$ cat config.mk
export PLATFORM = sky130hd
export DESIGN_NAME = fetch_unit
export DESIGN_NICKNAME = d
export VERILOG_FILES = /design/src/rtl/fetch_unit.sv
export SDC_FILE = /design/constraint.sdc
export NUM_CORES = 1
export LEC_CHECK = 0
export CAP_MARGIN = 20
export CORE_MARGIN = 4
export CORE_UTILIZATION = 35
export CTS_CLUSTER_DIAMETER = 200
export DETAILED_ROUTE_END_ITERATION = 7
export GPL_ROUTABILITY_DRIVEN = 0
export PLACE_DENSITY = 0.68
export SYNTH_ARGS = -nofsm -noshare
export SYNTH_HDL_FRONTEND = slang
export SYNTH_SLANG_ARGS = --single-unit
$ cat constraint.sdc
create_clock -name clk -period 4.1 [get_ports clk]
set_clock_uncertainty 0.2 [all_clocks]
set_input_delay 0.82 -clock clk [delete_from_list [all_inputs] [get_ports clk]]
set_output_delay 0.82 -clock clk [all_outputs]
set_load 0.05 [all_outputs]
$ cat src/rtl/fetch_unit.sv
// Instruction-fetch stage: owns the PC, fetches over a req/ack handshake and
// hands instruction + PC+4 to IF/ID, honouring stall and branch/jump redirects.
module fetch_unit #(
    parameter logic [31:0] RESET_PC = 32'h0000_0000
) (
    input  logic        clk,
    input  logic        rst_n,
    input  logic        stall,
    input  logic        redirect,
    input  logic [31:0] redirect_pc,
    output logic        imem_req,
    output logic [31:0] imem_addr,
    input  logic        imem_ack,
    input  logic [31:0] imem_rdata,
    output logic        valid_out,
    output logic [31:0] instr_out,
    output logic [31:0] pc_out,
    output logic        flush_out,
    output logic        misalign_err
);

    localparam logic [1:0] BOOT  = 2'd0;
    localparam logic [1:0] FETCH = 2'd1;
    localparam logic [1:0] READY = 2'd2;
    localparam logic [1:0] DRAIN = 2'd3;

    logic [1:0]  state;
    logic [31:0] pc;
    logic [31:0] addr_q;
    logic [31:0] ibuf;
    logic [31:0] pc_out_q;
    logic [31:0] target;

    assign target    = {redirect_pc[31:2], 2'b00};
    assign imem_req  = (state == FETCH) || (state == DRAIN);
    // DRAIN keeps presenting the old address so the abandoned request completes cleanly
    assign imem_addr = (state == DRAIN) ? addr_q : pc;
    assign valid_out = (state == READY);
    assign instr_out = ibuf;
    assign pc_out    = pc_out_q;
    assign flush_out = redirect;

    always_ff @(posedge clk or negedge rst_n) begin
        if (!rst_n) begin
            state    <= BOOT;
            pc       <= RESET_PC;
            addr_q   <= RESET_PC;
            ibuf     <= 32'h0;
            pc_out_q <= RESET_PC + 32'd4;
        end else begin
            case (state)
                BOOT: state <= FETCH;
                FETCH: begin
                    addr_q <= pc;
                    if (redirect) begin
                        pc    <= target;
                        state <= imem_ack ? FETCH : DRAIN;
                    end else if (imem_ack) begin
                        ibuf     <= imem_rdata;
                        pc_out_q <= pc + 32'd4;
                        state    <= READY;
                    end
                end
                READY: begin
                    if (redirect) begin
                        pc    <= target;
                        state <= FETCH;
                    end else if (!stall) begin
                        pc    <= pc + 32'd4;
                        state <= FETCH;
                    end
                end
                default: begin
                    if (redirect) begin
                        pc <= target;
                    end
                    if (imem_ack) begin
                        state <= FETCH;
                    end
                end
            endcase
        end
    end

    // Redirects are ignored in BOOT, so they cannot flag a misalignment there either
    always_ff @(posedge clk or negedge rst_n) begin
        if (!rst_n) begin
            misalign_err <= 1'b0;
        end else if ((state != BOOT) && redirect && (redirect_pc[1:0] != 2'b00)) begin
            misalign_err <= 1'b1;
        end
    end

endmodule

Word-level counts from Yosys, hierarchy flattened
Index checks and enable logic that the tools add are counted.
Word-level totals
  register bits after elaboration: 131
  input port bits: 69
  output and inout bits: 100
  logic and storage cells: 38
Operators by class
  add/sub/neg operators: 1
  equal/unequal tests: 6
  mux-type cells: 12
  bitwise logic cells: 2
  reduce and logical (&&, ||, !) cells: 11
Operators with widths (count)
  32-bit 2-to-1 mux: 4
  32-bit case mux with 2 select lines: 1
  32-bit by 3-bit adder with 32-bit output, second input constant: 1
  2-bit 2-to-1 mux: 6
  3-bit AND reduction: 3
  3-bit != test, second input constant: 2
  2-bit case mux with 3 select lines: 1
  2-bit nonzero test: 3
  2-bit == test, second input constant: 2
  4-bit nonzero test: 1
  2-bit by 1-bit == test with 1-bit output, second input constant: 1
  1-bit logical AND: 2
  2-bit logical NOT: 1
  2-bit by 1-bit != test with 1-bit output, second input constant: 1
  1-bit NOT: 2
  1-bit logical OR: 1

Depth between registers and ports, before layout
Gate-level depths: netlist of the first run.
  depth after elaboration: 4
  mapped depth: 8
  gate-level depth less buffers: 6

Least setup slack after synthesis of the first run
No wires, ideal clock.
  path type: flip-flop to flip-flop
  from: register state[1]
  to: register pc[5]
  setup time: 137 ps
  arrival time: 2141 ps
  required time: 3763 ps
  path slack: 1622 ps
  cell stages (with the launch flop): 8
  buffers on the path: 2
  period minus slack after synthesis: 2478 ps
  cells stage by stage: dfrtp_1 > nor2b_1 > nor2b_1 > clkbuf_1 > clkbuf_1 > nand2_1 > a21oi_1 > a21oi_1
Between the ends
  longest elaborated chain between the ends: 3
  elaborated cells between the ends (all ways): 6
  classes of those cells: 1 x eq/ne; 1 x mux; 1 x bitwise; 3 x reduce/logical
Ends and longest elaborated chain
  from (decl): RTL line 27  | logic [1:0] state;
  from (signal assigned): RTL line 57  | state <= imem_ack ? FETCH : DRAIN;
  2-bit == test *
  named net valid_out: RTL line 15  | output logic valid_out,
  2-bit nonzero test (no source line)
  3-bit AND reduction (no source line)
  to (signal assigned): RTL line 56  | pc <= target;
  to (signal assigned): RTL line 66  | pc <= target;
  to (signal assigned): RTL line 69  | pc <= pc + 32'd4;
  to (decl): RTL line 28  | logic [31:0] pc;
The timed path passes the listed nets; every way through them passes the cells marked *.
A chain may end at the register's enable or synchronous reset.

Worst setup path in the final report of the first run
  from: register state[0]
  to: output imem_addr[16]
Between the ends
  longest elaborated chain between the ends: 2
Ends and longest elaborated chain
  2-bit == test: RTL line 37  | assign imem_addr = (state == DRAIN) ? addr_q : pc;
  32-bit 2-to-1 mux: RTL line 37
  to (decl): RTL line 12  | output logic [31:0] imem_addr,
No other way between the ends.

==> results_dict.tcl, run 1 <==
set metrics [dict create \
    status "complete, no violations" \
    postPlaceCellArea_mm2 0.00806 \
    cp.required_ns 3.08 \
    clock_insertion_delay_worst_skew_ns 0.42 \
    proportion_of_layout_cells_with_a_drive_suffix_above_1_pct 20.7 \
    layout_common_cells "158 x clkdlybuf4s50_1, 124 x dfrtp_1, 89 x mux2_2" \
    cts.repair_timing.setup_buffer_count 0 \
    nNetsFinal 795 \
    synth.yosys.warnings 0 \
    die-area_mm2 0.0203 \
    finalWirelength_um 17000 \
    setup-tns-final_ns 0 \
    number_of_top_level_pins 169 \
    grt_start_max_net_pins 81 \
    slew_headroom_pct 32.8 \
    critical_path_peak_fanout 16 \
    cts_repair_resize_count 0 \
    most_frequent_standard_cell_in_the_layout_excluding_fill_and_tap_cells "clkdlybuf4s50_1" \
    worstSetupPathType "reg -> out" \
    synth_area_per_cell_um2 10.7 \
    global_route_wire_length_before_repair_um 27400 \
    slew_viol_final 0 \
    footprint_of_the_multi_input_gates_mm2 0.00292 \
    timing_hold_violations_final 0 \
    grt_overflow 0 \
    globalRouteTotalUtil_pct 17.1 \
    ctsHtreeMaxLevel 4 \
    first_global_vias 5268 \
    detail_route.drc_violations 0 \
    avgViaCountPerCell 5.23 \
    pre_cts_ws_ns 0.720 \
    postCtsHoldBufs 0 \
    final_cell_area_mm2 0.00866 \
    initial_core_util_pct 36.1 \
    synth.lib_cells_used.distinct 54 \
    detail-route-antenna-nets 0 \
    routed_wire_length_per_instance_um 17.6 \
    setup_repair_after_global_routing_missed_its_margin "no" \
    seq_area_frac_synth_pct 49.4 \
    drt_first_pass_iters 5 \
    fmax_ghz 0.286 \
    area_growth_pct 36.8 \
    fillCellCount 1573 \
    clock_sinks 125 \
    ir_drop_mv 0.467 \
    first_iter_violations 326 \
    hold_path.class "in -> async" \
    die_h_um 142 \
    drv_cap 0 \
    start_kind "register" \
    io_buffers 164 \
    netlist_instances 590 \
    cp.arrival_ns 2.47 \
    tritoncts.num_buffers 17 \
    core_mm2 0.0175 \
    row_count 48 \
    setup_viol_count_final 0 \
    tightestPinTransition_ns 1.01 \
    via_count 5034 \
    cts.path.max_buffers 2 \
    setup.worst_path.end_class "primary output" \
    dpl.hpwl_um 11800 \
    antenna_cells_inserted 0 \
    pwr_density_cell_mw_per_mm2 710 \
    post-route-period-util_pct 85.1 \
    design_power_total_mw 6.14 \
    clk_transition_reported_paths_ns 0.06 \
    syn_area_mm2 0.00633 \
    initial_antenna_violation_count 0 \
    synth-seq-cells 125 \
    floorplan.die.width_um 142 \
    final.setup.worst_slack_ns 0.609 \
    total_leakage_power_nw 3.41 \
    tritoncts "yes" \
    final-seq-area_mm2 0.00313 \
    whs_ns 0.209 \
    clk_root_buffer_cell "clkbuf_16" \
    final.min_clock_period_ns 3.49 \
]
-- critical path, cell delays in order (launching register included) --
cell and delay, ns:
dfrtp_1 0.51, nand2_1 0.16, buf_4 0.27, mux2_2 0.39, clkdlybuf4s50_1 0.71
-- report_power, final --
| part | internal (mW) | switching (mW) |
|---|---|---|
| clock network | 0.956 | 0.546 |
| logic | 1.01 | 1.72 |
| registers | 1.62 | 0.285 |
-- sequential cells by signal, summed over array words and instances, names as in the netlist --
| name | flops |
|---|---|
| misalign_err | 1 |
| state | 2 |
| pc_out | 30 |
| pc | 30 |
| instr_out | 32 |
| addr_q | 30 |
-- routing by layer --
metal	GRT usage (%)	vias up	routed length, um
li1	-	2343	-
met5	0	-	0
met4	6.30	0	223
met1	21.6	2504	7360
met2	29.2	169	8550
met3	3.26	18	846
-- path summary, 6_finish.rpt --
path,startpoint,end,slack (ns),cells after the start
max in group asynchronous,rst_n,instr_out[14],2.60,2
min,rst_n,addr_q[15],0.21,1
max reg2reg,state[0],instr_out[25],1.38,4
max,state[0],imem_addr[16],0.61,4
min in group clk,misalign_err,misalign_err,0.27,1
min reg2reg,misalign_err,misalign_err,0.27,1
-- layout make-up --
type	count	area share (%)
Inverter	5	0.217
Clock buffer	22	5.59
Tap cell	225	3.25
Timing Repair Buffer	173	19.7
Sequential cell	125	36.2
Multi-Input combinational cell	403	33.8
Clock inverter	10	1.30
-- metrics by stage --
stage	util (%)	std cells
after floorplan	-	593
after global placement	46.0	931
after detailed placement	46.0	931
after CTS	49.4	963
after global routing	49.4	963
final	49.4	963
-- kinds of logic after synthesis --
| kind of cell | synth area share, % |
|---|---|
| AOI/OAI and AO/OA | 10.3 |
| other | 0.0593 |
| buffers and inverters | 4.80 |
| xor gates and xnor gates | 3.87 |
| muxes | 16.8 |
| adders and majority gates | 0.198 |
| and+or+nand+nor | 14.5 |
| DFF | 49.4 |
-- Yosys cell counts (all sizes together) --
library cell,count,area [um^2]
dfrtp,124,3100
mux2,89,1000
a21oi,51,255
nor2,50,190
nand2,34,128
buf,32,178
clkbuf,28,108
o21ai,28,140
xnor2,23,201
nand3,15,80.1
nor3,12,75.1
nand4,11,83.8
nor4,10,150
and3,9,56.3
a22oi,8,60.1
o22ai,8,50.1
mux2i,6,60.1
nand2b,6,37.5
and4,5,46.3
inv,5,18.8
xor2,5,43.8
a2bb2oi,4,35.0
a31oi,3,18.8
and2,3,18.8
nand3b,2,15.0
nor2b,2,12.5
o22a,2,17.5
o2bb2ai,2,17.5
a221o,1,10.0
a22o,1,8.76
and4b,1,10.0
conb,1,3.75
dfstp,1,26.3
ha,1,12.5
nor4b,1,8.76
o211ai,1,7.51
o21a,1,7.51
o221ai,1,8.76
o31a,1,8.76
o31ai,1,7.51
or3,1,6.26
No activity file was read; power rests on OpenSTA's default activity.
==> inputs of run 2 (changes only) <==
Settings changed: CORE_UTILIZATION 35 to 53, PLACE_DENSITY 0.68 to 0.93.
==> run 2 against run 1 <==
Compared with the run above: wire length grew 2.3%; first-iteration DRC count grew 10%; combinational power is essentially flat; sequential power is essentially flat; maximum frequency shrank 3.0%; global-route usage grew 9.2 points; clock power grew 16%; final area grew 0.38%; clock-buffer cell count shrank 3; register-to-register slack gained 0.21 ns; via count grew 1.9%; sequential cell count is the same; critical path type unchanged; critical endpoint is now imem_addr[3]; largest cell class unchanged.
==> results_dict.tcl, run 2 (synthesized netlist as in run 1, its figures left out) <==
set metrics [dict create \
    initial_antenna_violation_count 0 \
    layout_common_cells "163 x clkdlybuf4s50_1, 124 x dfrtp_1, 89 x mux2_2" \
    setup_viol_count_final 0 \
    total_leakage_power_nw 3.45 \
    grtUsageMet2_pct 45.5 \
    final.setup.worst_slack_ns 0.500 \
    globalRouteTotalUtil_pct 26.2 \
    ctsHtreeMaxLevel 4 \
    grt_start_max_net_pins 66 \
    hold_path.class "reg -> reg" \
    number_of_top_level_pins 169 \
    antenna_cells_inserted 0 \
    tritoncts "yes" \
    die_h_um 117 \
    cts.repair_timing.setup_buffer_count 0 \
    drt_first_pass_iters 5 \
    tightestPinTransition_ns 0.840 \
    most_frequent_standard_cell_in_the_layout_excluding_fill_and_tap_cells "clkdlybuf4s50_1" \
    final.min_clock_period_ns 3.60 \
    grt_overflow 0 \
    status "complete, no violations" \
    cpPeakStageDelay_ns 0.74 \
    numPlacedInstances 853 \
    setup_repair_after_global_routing_missed_its_margin "no" \
    design_power_total_mw 6.43 \
    clock_sinks 125 \
    grt_use_met1_pct 32.3 \
    first_global_vias 5376 \
    first_iter_violations 359 \
    nNetsFinal 799 \
    largest_reg_flops 32 \
    clk_root_buffer_cell "clkbuf_16" \
    critPathSlowestCell "clkdlybuf4s50_1" \
    worstSetupPathType "reg -> out" \
    core_mm2 0.0116 \
    slew_viol_final 0 \
    finalWirelength_um 17400 \
    routed_wire_length_per_instance_um 19.6 \
    fmax_ghz 0.278 \
    io_buffers 164 \
    clk_transition_reported_paths_ns 0.06 \
    floorplan.die.width_um 117 \
    pre_cts_ws_ns 0.710 \
    cts_repair_resize_count 0 \
    clock_insertion_delay_worst_skew_ns 0.41 \
    ir_drop_mv 0.415 \
    global_route.peak_usage_layer "met2" \
    setup.worst_path.end_class "primary output" \
    via_count 5131 \
    groute.layer.met3.usage_pct 4.68 \
    cp.required_ns 3.08 \
    detail_route.drc_violations 0 \
    row_count 39 \
    die-area_mm2 0.0138 \
    slew_headroom_pct 44.0 \
    cts.path.max_buffers 2 \
    global_route_wire_length_before_repair_um 27700 \
    area_growth_pct 37.3 \
    avgViaCountPerCell 5.80 \
    layout.cells.non_filler 885 \
    cp.arrival_ns 2.58 \
    detail-route-antenna-nets 0 \
    timing_hold_violations_final 0 \
    cp_cell_sequence "nand2_1 -> buf_4 -> mux2_2 -> clkdlybuf4s50_1" \
    postLayoutCoreUtil_pct 75.1 \
    drv_cap 0 \
    setup-tns-final_ns 0 \
    post-route-period-util_pct 87.8 \
    critical_path.n_buffers_inverters 2 \
    start_kind "register" \
    tritoncts.num_buffers 17 \
    critical-path-top-delay-family "buffers and inverters" \
    initial_core_util_pct 54.7 \
    proportion_of_layout_cells_with_a_drive_suffix_above_1_pct 20.6 \
    dpl.hpwl_um 11900 \
    critical_path_peak_fanout 30 \
    postCtsHoldBufs 0 \
    pwr_density_cell_mw_per_mm2 740 \
]
[run 2: cell types whose count changed in the layout (fill, tap and decap cells not counted), sizes merged]
| cell | delta |
|---|---|
| inv | +1 |
| clkinv | -4 |
| clkbuf | -3 |
| buf | -1 |
| clkdlybuf4s50 | +5 |
| clkinvlp | +2 |
| bufinv | +4 |
[run 2: layout make-up]
cell class | instances | area (um^2)
clock buffers | 19 | 453
clock inverters | 13 | 236
fillers | 749 | 2880
inverters | 5 | 18.8
multi-input cells | 403 | 2920
flip-flops and latches | 125 | 3130
well taps | 143 | 179
repair buffers | 177 | 1750
[run 2: routing by layer]
metal	vias to the layer above	share of wire, %
li1	2357	-
met1	2487	39
met2	252	52
met3	35	6.9
met4	0	2.3
met5	-	0
[run 2: path summary, 6_finish.rpt]
check / start / endpoint / slack, ns / cells past startpoint
max: state[0] / imem_addr[3] / 0.50 / 4
min: misalign_err / misalign_err / 0.27 / 1
max in group asynchronous: rst_n / pc_out[2] / 2.53 / 2
max reg2reg: pc[2] / pc[24] / 1.59 / 6
min reg2reg: misalign_err / misalign_err / 0.27 / 1
min in group asynchronous: rst_n / instr_out[24] / 0.33 / 1
[run 2: stage by stage]
step,hold slack (ns),area (um^2)
3_3_place_gp,0.258,8000
3_5_place_dp,0.260,8000
5_1_grt,0.290,8690
4_1_cts,0.274,8690
2_1_floorplan,0.246,6340
6_report,0.273,8690
[run 2: power breakdown]
group	internal, mW	leakage (nW)	total (mW)	switching, mW
sequential	1.62	1.44	1.92	0.298
combinational	1.02	1.69	2.77	1.75
clock	1.18	0.322	1.74	0.562
[run 2: worst register-to-register path: cells and delay by family, from the launching register on]
family | cells | cell delay [ns]
adders and majority gates | 1 | 0.25
DFF | 1 | 0.51
and+or+nand+nor | 4 | 1.22
muxes | 1 | 0.21
==> inputs of run 3 (changes only) <==
Settings changed: CORE_UTILIZATION 53 to 40, PLACE_DENSITY 0.93 to 0.75.
==> run 3 against run 2 <==
Compared with the run above: clock power is 13% lower; clock-buffer cell count is 3 higher; final area is 0.49% lower; wire length is 2.7% lower; highest routed layer unchanged; cell count is 6.9% higher; combinational power hardly changed.
==> results_dict.tcl, run 3 (synthesized netlist as in run 1, its figures left out) <==
set metrics [dict create \
    status "complete, no violations" \
    total_leakage_power_nw 3.41 \
    cp.required_ns 3.08 \
    clk_transition_reported_paths_ns 0.06 \
    setup_viol_count_final 0 \
    pwr_density_cell_mw_per_mm2 714 \
    avgViaCountPerCell 5.32 \
    tritoncts.num_buffers 17 \
    proportion_of_layout_cells_with_a_drive_suffix_above_1_pct 19.7 \
    setup_repair_after_global_routing_missed_its_margin "no" \
    hold_path.class "in -> async" \
    layout_common_cells "162 x clkdlybuf4s50_1, 124 x dfrtp_1, 89 x mux2_2" \
    slew_headroom_pct 35.7 \
    postCtsHoldBufs 0 \
    cts.repair_timing.setup_buffer_count 0 \
    cts.path.max_buffers 2 \
    most_frequent_standard_cell_in_the_layout_excluding_fill_and_tap_cells "clkdlybuf4s50_1" \
    die_h_um 134 \
    core_mm2 0.0154 \
    io_buffers 164 \
    start_kind "register" \
    largest_reg_flops 32 \
    cp.arrival_ns 2.70 \
    detail_route.drc_violations 0 \
    cts_repair_resize_count 0 \
    die-area_mm2 0.0179 \
    grt_start_max_net_pins 71 \
    dpl.hpwl_um 11800 \
    globalRouteTotalUtil_pct 19.2 \
    drt_first_pass_iters 5 \
    clock_insertion_delay_worst_skew_ns 0.42 \
    slew_viol_final 0 \
    grt_overflow 0 \
    worstSetupPathType "reg -> out" \
    ir_drop_mv 0.358 \
    postPlaceCellArea_mm2 0.00806 \
    routed_wire_length_per_instance_um 17.9 \
    area_growth_pct 36.6 \
    final_cell_area_mm2 0.00865 \
    finalWirelength_um 16900 \
    number_of_top_level_pins 169 \
    ctsHtreeMaxLevel 4 \
    clk_root_buffer_cell "clkbuf_16" \
    initial_core_util_pct 41.2 \
    drv_cap 0 \
    fillCellCount 1273 \
    detail-route-antenna-nets 0 \
    global_route_wire_length_before_repair_um 27600 \
    tightestPinTransition_ns 0.965 \
    nNetsFinal 794 \
    tritoncts "yes" \
    via_count 5034 \
    post-route-period-util_pct 90.7 \
    row_count 45 \
    critical_path_peak_fanout 23 \
    setup.worst_path.end_class "primary output" \
    first_global_vias 5237 \
    antenna_cells_inserted 0 \
    timing_hold_violations_final 0 \
    clock_sinks 125 \
    setup-tns-final_ns 0 \
    floorplan.die.width_um 134 \
    first_iter_violations 308 \
    initial_antenna_violation_count 0 \
    layout.cells.non_filler 946 \
    final.min_clock_period_ns 3.72 \
    numPlacedInstances 916 \
    fmax_ghz 0.269 \
]
run 3: critical path, cell delays in order, from the launching register on:
cell	delay [ns]
dfrtp_1	0.54
nand2_1	0.38
buf_12	0.29
mux2_2	0.24
clkdlybuf4s50_1	0.80
run 3: final cells by class:
type | count | area, um^2 | area share (%)
flip-flops and latches | 125 | 3130 | 36.2
repair buffers | 172 | 1720 | 19.9
well taps | 211 | 264 | 3.05
clock buffers | 22 | 474 | 5.48
inverters | 5 | 18.8 | 0.217
clock inverters | 8 | 115 | 1.33
multi-input cells | 403 | 2920 | 33.8
run 3: stage by stage:
stage | total power [mW] | utilization [%] | hold slack (ns) | setup slack [ns]
global route | 6.44 | 56.2 | 0.306 | 0.259
floorplan | 3.75 | - | 0.246 | 1.62
global placement | 4.63 | 52.4 | 0.270 | 0.765
finish | 6.17 | 56.2 | 0.267 | 0.382
detailed placement | 4.69 | 52.4 | 0.272 | 0.728
CTS | 6.23 | 56.2 | 0.286 | 0.376
run 3: path summary, 6_finish.rpt:
kind,start,to,slack (ns),depth (start not counted)
max,state[0],imem_addr[20],0.38,4
min,rst_n,addr_q[28],0.27,1
max reg2reg,state[0],instr_out[5],1.38,4
min reg2reg,misalign_err,misalign_err,0.28,1
max in group asynchronous,rst_n,pc_out[2],2.57,2
min in group clk,misalign_err,misalign_err,0.28,1
run 3: layer usage:
| layer | vias to the layer above | part of all wire (%) | track usage (%) |
|---|---|---|---|
| met4 | 0 | 1.3 | 5.14 |
| li1 | 2350 | - | - |
| met1 | 2489 | 43 | 25.1 |
| met2 | 174 | 49 | 31.7 |
| met5 | - | 0 | 0 |
| met3 | 21 | 6.1 | 5.29 |
run 3: power by group:
group | leakage (nW) | internal (mW) | switching, mW
clock | 0.295 | 0.991 | 0.521
sequential | 1.44 | 1.62 | 0.301
combinational | 1.67 | 1.02 | 1.72
==> RTL edit 1, RTL diff (config.mk and constraints of run 2) <==
Register the output `misalign_err` once more; this adds one clock of latency there. The other outputs are not delayed to match.
--- a/src/rtl/fetch_unit.sv
+++ b/src/rtl/fetch_unit.sv
@@ -24,4 +24,6 @@
     localparam logic [1:0] READY = 2'd2;
     localparam logic [1:0] DRAIN = 2'd3;
+
+    logic misalign_err_s0;
 
     logic [1:0]  state;
@@ -86,8 +88,12 @@
     always_ff @(posedge clk or negedge rst_n) begin
         if (!rst_n) begin
-            misalign_err <= 1'b0;
+            misalign_err_s0 <= 1'b0;
         end else if ((state != BOOT) && redirect && (redirect_pc[1:0] != 2'b00)) begin
-            misalign_err <= 1'b1;
+            misalign_err_s0 <= 1'b1;
         end
+    end
+
+    always_ff @(posedge clk) begin
+        misalign_err <= misalign_err_s0;
     end
 
Function: changed (a bounded check fails within 4 cycles, from zero or initial values and one cycle with rst_n low).
==> RTL edit 1 against run 2 <==
Worst setup slack better by 0.15 ns; via count up 2.2%; global-route usage fell by 0.63 points; cell area shrank 0.26%; total power down 0.76%; wire length about the same; area after synthesis is 0.32% higher; sequential cell count is 1 higher; highest routed layer unchanged.
==> RTL edit 1: results (changes against run 2) <==
sw frac 40.5% (was 40.6%); layout cells sized above 1 19.8% (was 20.6%); Setup crit end imem_addr[31] (was imem_addr[3]); FFs w/ async S/R, synth 99.2% (was 100%); maximum VDD drop 0.470 mV (was 0.415 mV); Arrival @ worst endpoint 2.43 ns (was 2.58 ns); slew margin rel. 39.5% (was 44.0%); Leak Pwr 3.45 nW (about the same); hold worst-path end misalign_err$_DFF_P_ (was misalign_err$_DFFE_PN0P_); HPWL Detailed 11700 µm (was 11900 µm); placed instance area 8010 µm² (was 8000 µm²); number of distinct library cells after synthesis 55 (was 54); Final Hold Slack 0.183 ns (was 0.273 ns); HP Start misalign_err_s0$_DFFE_PN0P_ (was misalign_err$_DFFE_PN0P_); Layout fillers 752 (was 749); vias in the first global route 5591 (was 5376); routed len/inst 19.6 µm (about the same); sequential area share after synthesis 49.6% (was 49.4%); mux cell area share after synthesis 16.7% (was 16.8%); P_clk 1.68 mW (was 1.74 mW); critical path's largest stage delay 0.71 ns (was 0.74 ns); status finished, final reports clean (unchanged); Area contributors post-synth dfrtp_1 (49%), mux2_2 (16%), a21oi_1 (4.0%), xnor2_1 (3.2%), nor2_1 (2.9%) (unchanged); xor/xnor share of the synthesized area 3.86% (was 3.88%); Hold Crit Depth 0 (was 1)
==> RTL edit 1: cell types whose count changed in the layout (fill, tap and decap cells not counted), moves of 2 or more <==
cell,change
clkinv_4,-2
clkbuf_1,+5
clkinvlp_4,-4
clkbuf_8,+2
==> RTL edit 1: layout make-up <==
type	instances	area [µm²]	share of cell area [%]
Clock inverter	6	155	1.79
Multi-Input combinational cell	403	2920	33.7
Tap cell	143	179	2.06
Sequential cell	126	3150	36.3
Inverter	5	18.8	0.217
Timing Repair Buffer	176	1740	20.1
Clock buffer	26	499	5.76
==> RTL edit 1: routing by layer <==
| layer | up-vias | global-route usage (%) | wire [µm] |
|---|---|---|---|
| met3 | 56 | 6.69 | 1200 |
| met2 | 282 | 44.5 | 8890 |
| met4 | 0 | 9.75 | 444 |
| met1 | 2551 | 30.5 | 6830 |
| li1 | 2357 | - | - |
| met5 | - | 0 | 0 |
==> RTL edit 2, RTL diff (flow settings as in run 2) <==
Made on the original files. Reset style: synchronous (`rst_n`), changed in 2 clocked blocks.
--- a/src/rtl/fetch_unit.sv
+++ b/src/rtl/fetch_unit.sv
@@ -41,5 +41,5 @@
     assign flush_out = redirect;
 
-    always_ff @(posedge clk or negedge rst_n) begin
+    always_ff @(posedge clk) begin
         if (!rst_n) begin
             state    <= BOOT;
@@ -84,5 +84,5 @@
 
     // Redirects are ignored in BOOT, so they cannot flag a misalignment there either
-    always_ff @(posedge clk or negedge rst_n) begin
+    always_ff @(posedge clk) begin
         if (!rst_n) begin
             misalign_err <= 1'b0;
Function: differs if rst_n is asserted again (counterexample within 4 cycles, from zero or initial values and one cycle with rst_n low); with rst_n held inactive, the same outputs for 4 cycles.
==> RTL edit 2 against run 2 <==
Area after synthesis up 1.8%; cell area increased by 4.0%; worst setup slack better by 0.22 ns; utilization up 0.40 points; synthesized cell count is 39% higher; sequential cell count did not move; wire length grew 17%; non-clock buffer count rose by 6; via count is 33% higher; critical endpoint is now valid_out; largest cell class is now multi-input combinational cells.
Power is not compared: it rests on default switching activity, and its combinational part moved more than twofold at a synthesized area within 25%.
==> RTL edit 2: results (changes against run 2) <==
period utilisation layout 82.5% (was 87.8%); status finished, final reports clean (unchanged); Placement Setup Slack 0.884 ns (was 0.710 ns); slew margin rel. 30.5% (was 44.0%); CP max stage cell dfxtp_1 (was clkdlybuf4s50_1); Setup crit end valid_out (was imem_addr[3]); cell family contributing the most delay on the critical path flip-flops (was buffers and inverters); internal reg-to-reg setup slack 1.17 ns (was 1.59 ns); Crit Reg-Reg Startpoint pc[2]$_SDFFE_PN0P_ (was pc[2]$_DFFE_PN0P_); largest net degree at the start of global routing 89 (was 66); met1 Usage GRT 34.9% (was 32.3%); hold worst-path end instr_out[7]$_SDFFE_PN0P_ (was misalign_err$_DFFE_PN0P_); Layout fillers 861 (was 749); Area contributors post-synth dfxtp_1 (39%), nand2_1 (9.4%), a21oi_1 (7.0%), mux2_2 (5.8%), clkbuf_1 (3.7%) (was dfrtp_1 (49%), mux2_2 (16%), a21oi_1 (4.0%), xnor2_1 (3.2%), nor2_1 (2.9%)); met2 WL 9870 µm (was 8980 µm); Arrival @ worst endpoint 2.36 ns (was 2.58 ns); drt total wl 20400 µm (was 17400 µm); met3 Use GR 8.52% (was 4.68%); metal3 WL 2040 µm (was 1210 µm); FFs w/ async S/R, synth 0% (was 100%); HP Start instr_out[7]$_SDFFE_PN0P_ (was misalign_err$_DFFE_PN0P_); Critical R2R Capture pc[30]$_SDFFE_PN0P_ (was pc[24]$_DFFE_PN0P_); first-pass GRT wire length 32900 µm (was 27700 µm); critical path's largest stage delay 0.92 ns (was 0.74 ns); post-layout net count 1006 (was 799); M2 GR Usage 47.1% (was 45.5%); vias in the first global route 6623 (was 5376); Final Hold Slack 0.253 ns (was 0.273 ns); Hold Crit Depth 2 (was 1); crit-path max FO 26 (was 30); layout cells sized above 1 13.0% (was 20.6%); Primary FF master, synth dfxtp_1 (was dfrtp_1); Via density 6.23 (was 5.80); drt initial violations 918 (was 359); sequential area share after synthesis 38.9% (was 49.4%); wl on met1 7890 µm (was 6780 µm); Finished Layout Cells 1096 (was 885); placed instance area 8400 µm² (was 8000 µm²); number of distinct library cells after synthesis 60 (was 54)
RTL edit 2: changes by cell type after synthesis, moves of 13 or more:
cell / delta
nand2_1: +128
dfxtp_1: +125
dfrtp_1: -124
mux2_2: -56
a21oi_1: +39
clkbuf_1: +38
nor2_1: -16
o21ai_0: +14
xnor2_1: -13
RTL edit 2: area by class of cell:
| cell class | count | share of cell area (%) |
|---|---|---|
| Tap cell | 147 | 2.04 |
| Multi-Input combinational cell | 603 | 39.4 |
| Clock inverter | 13 | 2.09 |
| Clock buffer | 19 | 4.90 |
| Inverter | 6 | 0.249 |
| Timing Repair Buffer | 183 | 23.6 |
| Sequential cell | 125 | 27.7 |
RTL edit 2: cells by family after synthesis:
family          share of synthesized area, %
simple gates                            22.6
xor+xnor                                1.36
mux                                     7.48
buf+inv                                 6.35
other cells                           0.0582
flops                                   38.9
compound gates                          23.1
fa+ha+maj                              0.194
